### config.mk
export PLATFORM = sky130hd
export DESIGN_NAME = unidad_control
export DESIGN_NICKNAME = d
export VERILOG_FILES = /design/src/rtl/unidad_control.sv
export SDC_FILE = /design/constraint.sdc
export NUM_CORES = 1
export LEC_CHECK = 0
export ABC_AREA = 1
export CORE_MARGIN = 2
export CORE_UTILIZATION = 46
export DETAILED_ROUTE_END_ITERATION = 12
export PLACE_DENSITY = 0.78
export SETUP_SLACK_MARGIN = 0.2
export SKIP_CTS_REPAIR_TIMING = 1
export SLEW_MARGIN = 20
export SYNTH_ARGS = -nofsm -noshare
export SYNTH_HDL_FRONTEND = slang
export SYNTH_SLANG_ARGS = --single-unit
export TNS_END_PERCENT = 5
### constraint.sdc
create_clock -name clk -period 1.8 [get_ports clk]
set_input_delay 0.36 -clock clk [delete_from_list [all_inputs] [get_ports clk]]
set_output_delay 0.36 -clock clk [all_outputs]
set_load 0.1 [all_outputs]
### src/rtl/unidad_control.sv
// Microprogrammed control unit: FETCH/DECODE/EXEC sequencer driving the 4-bit
// processing unit's control word from an 18-bit synchronous microprogram ROM.
module unidad_control #(
  parameter int PC_W = 4
) (
  input  logic            clk,
  input  logic            rst_n,
  input  logic            start,
  output logic [PC_W-1:0] rom_addr,
  input  logic [17:0]     rom_data,
  input  logic [3:0]      state_bits,
  output logic [15:0]     ctrl_word,
  output logic            busy,
  output logic            halted
);

  typedef enum logic [2:0] {
    S_IDLE, S_FETCH, S_DECODE, S_EXEC, S_HALT
  } state_e;

  localparam logic [1:0] CLS_EXEC = 2'b00;
  localparam logic [1:0] CLS_JMP  = 2'b01;
  localparam logic [1:0] CLS_BR   = 2'b10;

  state_e          state_q, state_d;
  logic [PC_W-1:0] pc_q, pc_d;
  logic [17:0]     ir_q, ir_d;
  logic [15:0]     ctrl_q, ctrl_d;
  logic            busy_q, busy_d;
  logic            halted_q, halted_d;

  logic [PC_W-1:0] pc_inc;
  logic [PC_W-1:0] target;
  logic            br_taken;
  logic            unused_ir;

  assign pc_inc    = pc_q + 1'b1;
  assign target    = ir_q[PC_W-1:0];
  // Flags are already registered in the processing unit; sample them live in EXEC.
  assign br_taken  = (state_bits[ir_q[5:4]] == ir_q[6]);
  assign unused_ir = ^ir_q[15:7];

  always_comb begin
    state_d  = state_q;
    pc_d     = pc_q;
    ir_d     = ir_q;
    ctrl_d   = ctrl_q;
    case (state_q)
      S_IDLE, S_HALT: begin
        if (start) begin
          state_d = S_FETCH;
          pc_d    = '0;
        end
      end
      S_FETCH: state_d = S_DECODE;
      S_DECODE: begin
        ir_d    = rom_data;
        ctrl_d  = (rom_data[17:16] == CLS_EXEC) ? rom_data[15:0] : 16'h0000;
        state_d = S_EXEC;
      end
      S_EXEC: begin
        ctrl_d  = 16'h0000;
        state_d = S_FETCH;
        case (ir_q[17:16])
          CLS_EXEC: pc_d = pc_inc;
          CLS_JMP:  pc_d = target;
          CLS_BR:   pc_d = br_taken ? target : pc_inc;
          default:  state_d = S_HALT;
        endcase
      end
      default: state_d = S_IDLE;
    endcase
    busy_d   = (state_d == S_FETCH) || (state_d == S_DECODE) || (state_d == S_EXEC);
    halted_d = (state_d == S_HALT);
  end

  always_ff @(posedge clk or negedge rst_n) begin
    if (!rst_n) begin
      state_q  <= S_IDLE;
      pc_q     <= '0;
      ir_q     <= '0;
      ctrl_q   <= 16'h0000;
      busy_q   <= 1'b0;
      halted_q <= 1'b0;
    end else begin
      state_q  <= state_d;
      pc_q     <= pc_d;
      ir_q     <= ir_d;
      ctrl_q   <= ctrl_d;
      busy_q   <= busy_d;
      halted_q <= halted_d;
    end
  end

  assign rom_addr  = pc_q;
  assign ctrl_word = ctrl_q;
  assign busy      = busy_q;
  assign halted    = halted_q;

endmodule

; Word-level counts from Yosys, hierarchy flattened
; Cells that the tools add are included.
[totals]
register_bits = 43
inputBits = 25
out_inout_bits = 22
wordCells = 42
[op_classes]
addsub = 1
magnitude_cmp = 1
n_eq_ne = 13
mux = 11
n_reduce_logical = 10
[op_table]
columns = operator, count
row1 = $pmux W16 S2, 1
row2 = $mux W16, 1
row3 = $eq A3 B2 Y1 const B, 4
row4 = $pmux W3 S4, 1
row5 = $pmux W4 S3, 1
row6 = $mux W4, 2
row7 = $pmux W4 S2, 1
row8 = $eq A3 B1 Y1 const B, 2
row9 = $eq A3 B3 Y1 const B, 2
row10 = $mux W3, 2
row11 = $add A4 B1 Y4 const B, 1
row12 = $logic_not A2 Y1, 2
row13 = $ne A4 B4 Y1 const B, 1
row14 = $reduce_bool A2 Y1, 2
row15 = $logic_not A3 Y1, 1
row16 = $lt A2 B3 Y1 const B, 1
row17 = $reduce_and A3 Y1, 1
row18 = $reduce_or A3 Y1, 1
row19 = $bmux W1 S2, 1
row20 = $eq A2 B1 Y1 const B, 1
row21 = $eq A2 B2 Y1 const B, 1
row22 = $logic_or A1 B1 Y1, 2
row23 = $ne A2 B2 Y1 const B, 1
row24 = $reduce_or A2 Y1, 1
row25 = 2 further kinds, 2

; Depth between registers and ports, before layout
[logic_depth]
ltp_word = 7
depth_mapped = 10
mapped_depth_nobuf = 10

; Least setup slack after synthesis
; No wires, ideal clock.
[synth_timing]
path_type = flip-flop to flip-flop
startpoint = reg pc_q[0], in the netlist rom_addr[0]
endpoint = reg pc_q[2], in the netlist rom_addr[2]
setup_time_ps = 120
t_arrival_ps = 1687
required_ps = 1680
path_slack_ps = -7
stages_incl_launch_ff = 8
n_path_buf = 0
synth_period_minus_slack_ps = 1807
path_cell_list = dfrtp_1 ha_1 xnor2_1 nand3_1 nand3_1 nand2_1 nand2_1 nand2_1
[synth_via]
elab_chain_cells = 4
[synth_rtl]
columns = item, line
row1 = from (decl), 26  ; logic [PC_W-1:0] pc_q, pc_d;
row2 = from (signal assigned), 87  ; pc_q <= pc_d;
row3 = $add A4 B1 Y4 (*), 37  ; assign pc_inc = pc_q + 1'b1;
row4 = $mux W4, 67  ; CLS_BR: pc_d = br_taken ? target : pc_inc;
row5 = $pmux W4 S3 (*), 64  ; case (ir_q[17:16])
row6 = $pmux W4 S2 (*), 48  ; case (state_q)
; Every way passes the cells marked *; elsewhere a longest branch is shown, timed or not.
; A chain may end at the register's enable or synchronous reset.

; Final worst setup path
[layout_timing]
startpoint = reg ir_q[16]
endpoint = reg pc_q[1], in the netlist rom_addr[1]
[layout_via]
elab_chain_cells = 3
word_cells_on_any_way = 7
cone_classes = eq/ne: 3 / mux: 2 / reduce/logical: 2
[layout_rtl]
columns = item, line
row1 = from (decl), 27  ; logic [17:0] ir_q, ir_d;
row2 = from (signal assigned), 88  ; ir_q <= ir_d;
row3 = $eq A2 B2 Y1 (tied with other cells), 64
row4 = $pmux W4 S3 or $ne A4 B4 Y1 (tied branches), -
row5 = $pmux W4 S2 or $reduce_and A3 Y1 (tied branches), -
; Several ways; a longest one is shown, not always the timed one.

==> impl_metrics.ini <==
[run_status]
status = complete, no violations

[critical_path]
critPathMaxStageDelay_ns = 0.38
crit_fanout = 4
cp.required_ns = 2.07
worstPathCellList = inv_1, ha_1, o21ai_2, inv_2, a21oi_2, nand2_1, nand2_1
path_common_cell = nand2_1
end_kind = register
worstPathArrival_ns = 1.72
criticalPathCategory = register to register
worstSetupStartpointType = register
crit_slowest_cell = dfrtp_1

[synthesis]
synth_cell_type_count = 21
yosysSeqAreaShare_pct = 53.8
syn_area_per_cell_um2 = 9.26
syn-num-nets = 201
syn_area_mm2 = 0.00158
synth_warnings = 0
ys_seq_elements = 34
synth_cells = 171

[clocking]
cts_tree = built
cts_buffers = 5
clkSlewWorstSetupHoldPaths_ns = 0.10
cts_buffer_depth = 2
cts_root_buf = clkbuf_4
clk_latency_ns = 0.33
clkSinkCount = 34
cts_max_level = 2

[sta]
worst_slew_pin_slew_ns = 0.382
rsz0062_at_grt = false
slew-limit-headroom_pct = 74.5
max_freq_ghz = 0.689
finClkSkew_ns = 0.00983
setup_ws_ns = 0.349
period_minus_slack_ns = 1.45
tns_ns = 0
period_share_pct = 80.6
finalHoldViolCount = 0
drv_slew = 0
final-setup-viol-count = 0

[detailed_routing]
postRouteAntennaNets = 0
drt-wirelength-per-cell_um = 12.8
via_per_inst = 5.01
dr.pass1.iters = 4
routed_wl_um = 3440
vias = 1354
drt_iter0_markers = 45
drc = 0

[cells_and_area]
antenna_cells = 0
fill_cells = 260
final_cell_mix = 47 x nand2_1, 32 x dfrtp_1, 24 x clkdlybuf4s50_1, 23 x buf_12, 19 x o21ai_0
layout_commonest_cell = nand2_1
stdcell_count = 270
areaGrowthSynthToFinish_pct = 50.4
final_nets = 253
drive_gt1_share_pct = 18.3

[global_routing]
overflow = 0
antenna_found_initial = 0
grt_max_degree = 35
grt_pass1_vias = 1361
globalRouteTotalUtil_pct = 19.9
grt_pass1_wl_um = 6080

[die]
die_w_um = 62.7
start_util_pct = 47.8
dieArea_mm2 = 0.00393
core_mm2 = 0.00331
num_io_pins = 47
die_h_um = 62.7
placementRows = 21

[power]
peakVddDrop_v = 0.000966
pwr_density_cell_mw_per_mm2 = 1870
power.leakage_nw = 1.12

[placed_design]
dp_hpwl_um = 2590
dpl_worst_slack_ns = 0.127
place_inst = 262
place_congestion = 0.868
port_buffers = 46

[flow_run]
drv_cap = 0

[min_path]
hold_path.class = input port to async pin
## path summary, 6_finish.rpt
check	startpoint	endpoint	slack (ns)	cells past startpoint
min reg2reg	ctrl_word[4]	ctrl_word[4]	0.56	2
min	rst_n	ctrl_word[6]	0.38	2
max reg2reg	ir_q[16]	rom_addr[1]	0.35	7
max	ir_q[16]	rom_addr[1]	0.35	7
min in group clk	ctrl_word[4]	ctrl_word[4]	0.56	2
max in group asynchronous	rst_n	rom_addr[0]	1.22	2
## flip-flops by register name (all words and copies together) (netlist names)
name	flops
busy	1
ctrl_word	16
halted	1
ir_q	9
rom_addr	4
state_q	3
## metrics by stage
stage	hold slack, ns	utilization, %	power (mW)	instance area, um2
floorplan	0.0644	-	3.14	1590
global placement	0.531	70.1	3.97	2320
detailed placement	0.534	70.1	4.03	2320
CTS	0.373	71.9	4.47	2380
global route	0.366	71.9	4.76	2380
finish	0.381	71.9	4.44	2380
## cell type report
type	count	area [um2]	area share [%]
clock buffer	7	55.1	2.31
clock inverter	1	5.00	0.210
inverter	19	71.3	3.00
multi-input combinational	115	631	26.5
sequential	34	853	35.8
tap	46	57.6	2.42
timing repair buffer	48	708	29.7
## per-layer routing
layer	wire [um]	GRT usage [%]	vias to the layer above
met5	0	0	-
met4	61	9.72	0
met3	260	9.01	7
met2	1670	32.7	41
met1	1450	21.9	626
li1	-	-	680
## report_power, final
| group | internal, mW | total [mW] | leakage (nW) | switching [mW] |
|---|---|---|---|---|
| clock network | 0.189 | 0.433 | 0.0353 | 0.244 |
| registers | 1.02 | 1.28 | 0.441 | 0.255 |
| logic | 0.936 | 2.73 | 0.641 | 1.79 |
| total | 2.15 | 4.44 | 1.12 | 2.29 |
## Yosys cell counts, drive strengths merged
master,number,area share [%]
nor2,4,1.1
inv,19,4.5
nand3,18,6.0
o21ai,20,6.6
dfrtp,34,54
nand2,47,11
a21oi,7,2.5
nand3b,1,0.47
buf,3,1.9
ha,5,4.0
xor2,1,0.55
a32o,9,5.7
nor3,2,1.3
xnor2,1,0.55
## critical path: cells and delay by family (launching register included)
kind / cells / cell delay [ns]
compound gates: 2 / 0.38
fa+ha+maj: 1 / 0.33
buf+inv: 2 / 0.16
flops: 1 / 0.38
simple gates: 2 / 0.14
## logic make-up (layout without fill, tap and decap cells)
| family | after synthesis | after routing | share of synthesized area [%] |
|---|---|---|---|
| AO/OA/AOI/OAI | 36 | 36 | 14.7 |
| AND/OR/NAND/NOR | 72 | 72 | 20.1 |
| adder cells (fa/ha/maj) | 5 | 5 | 3.95 |
| XOR/XNOR | 2 | 2 | 1.11 |
| flip-flops | 34 | 34 | 53.8 |
| buffers and inverters | 22 | 75 | 6.40 |
No activity file was read; power rests on OpenSTA's default activity.
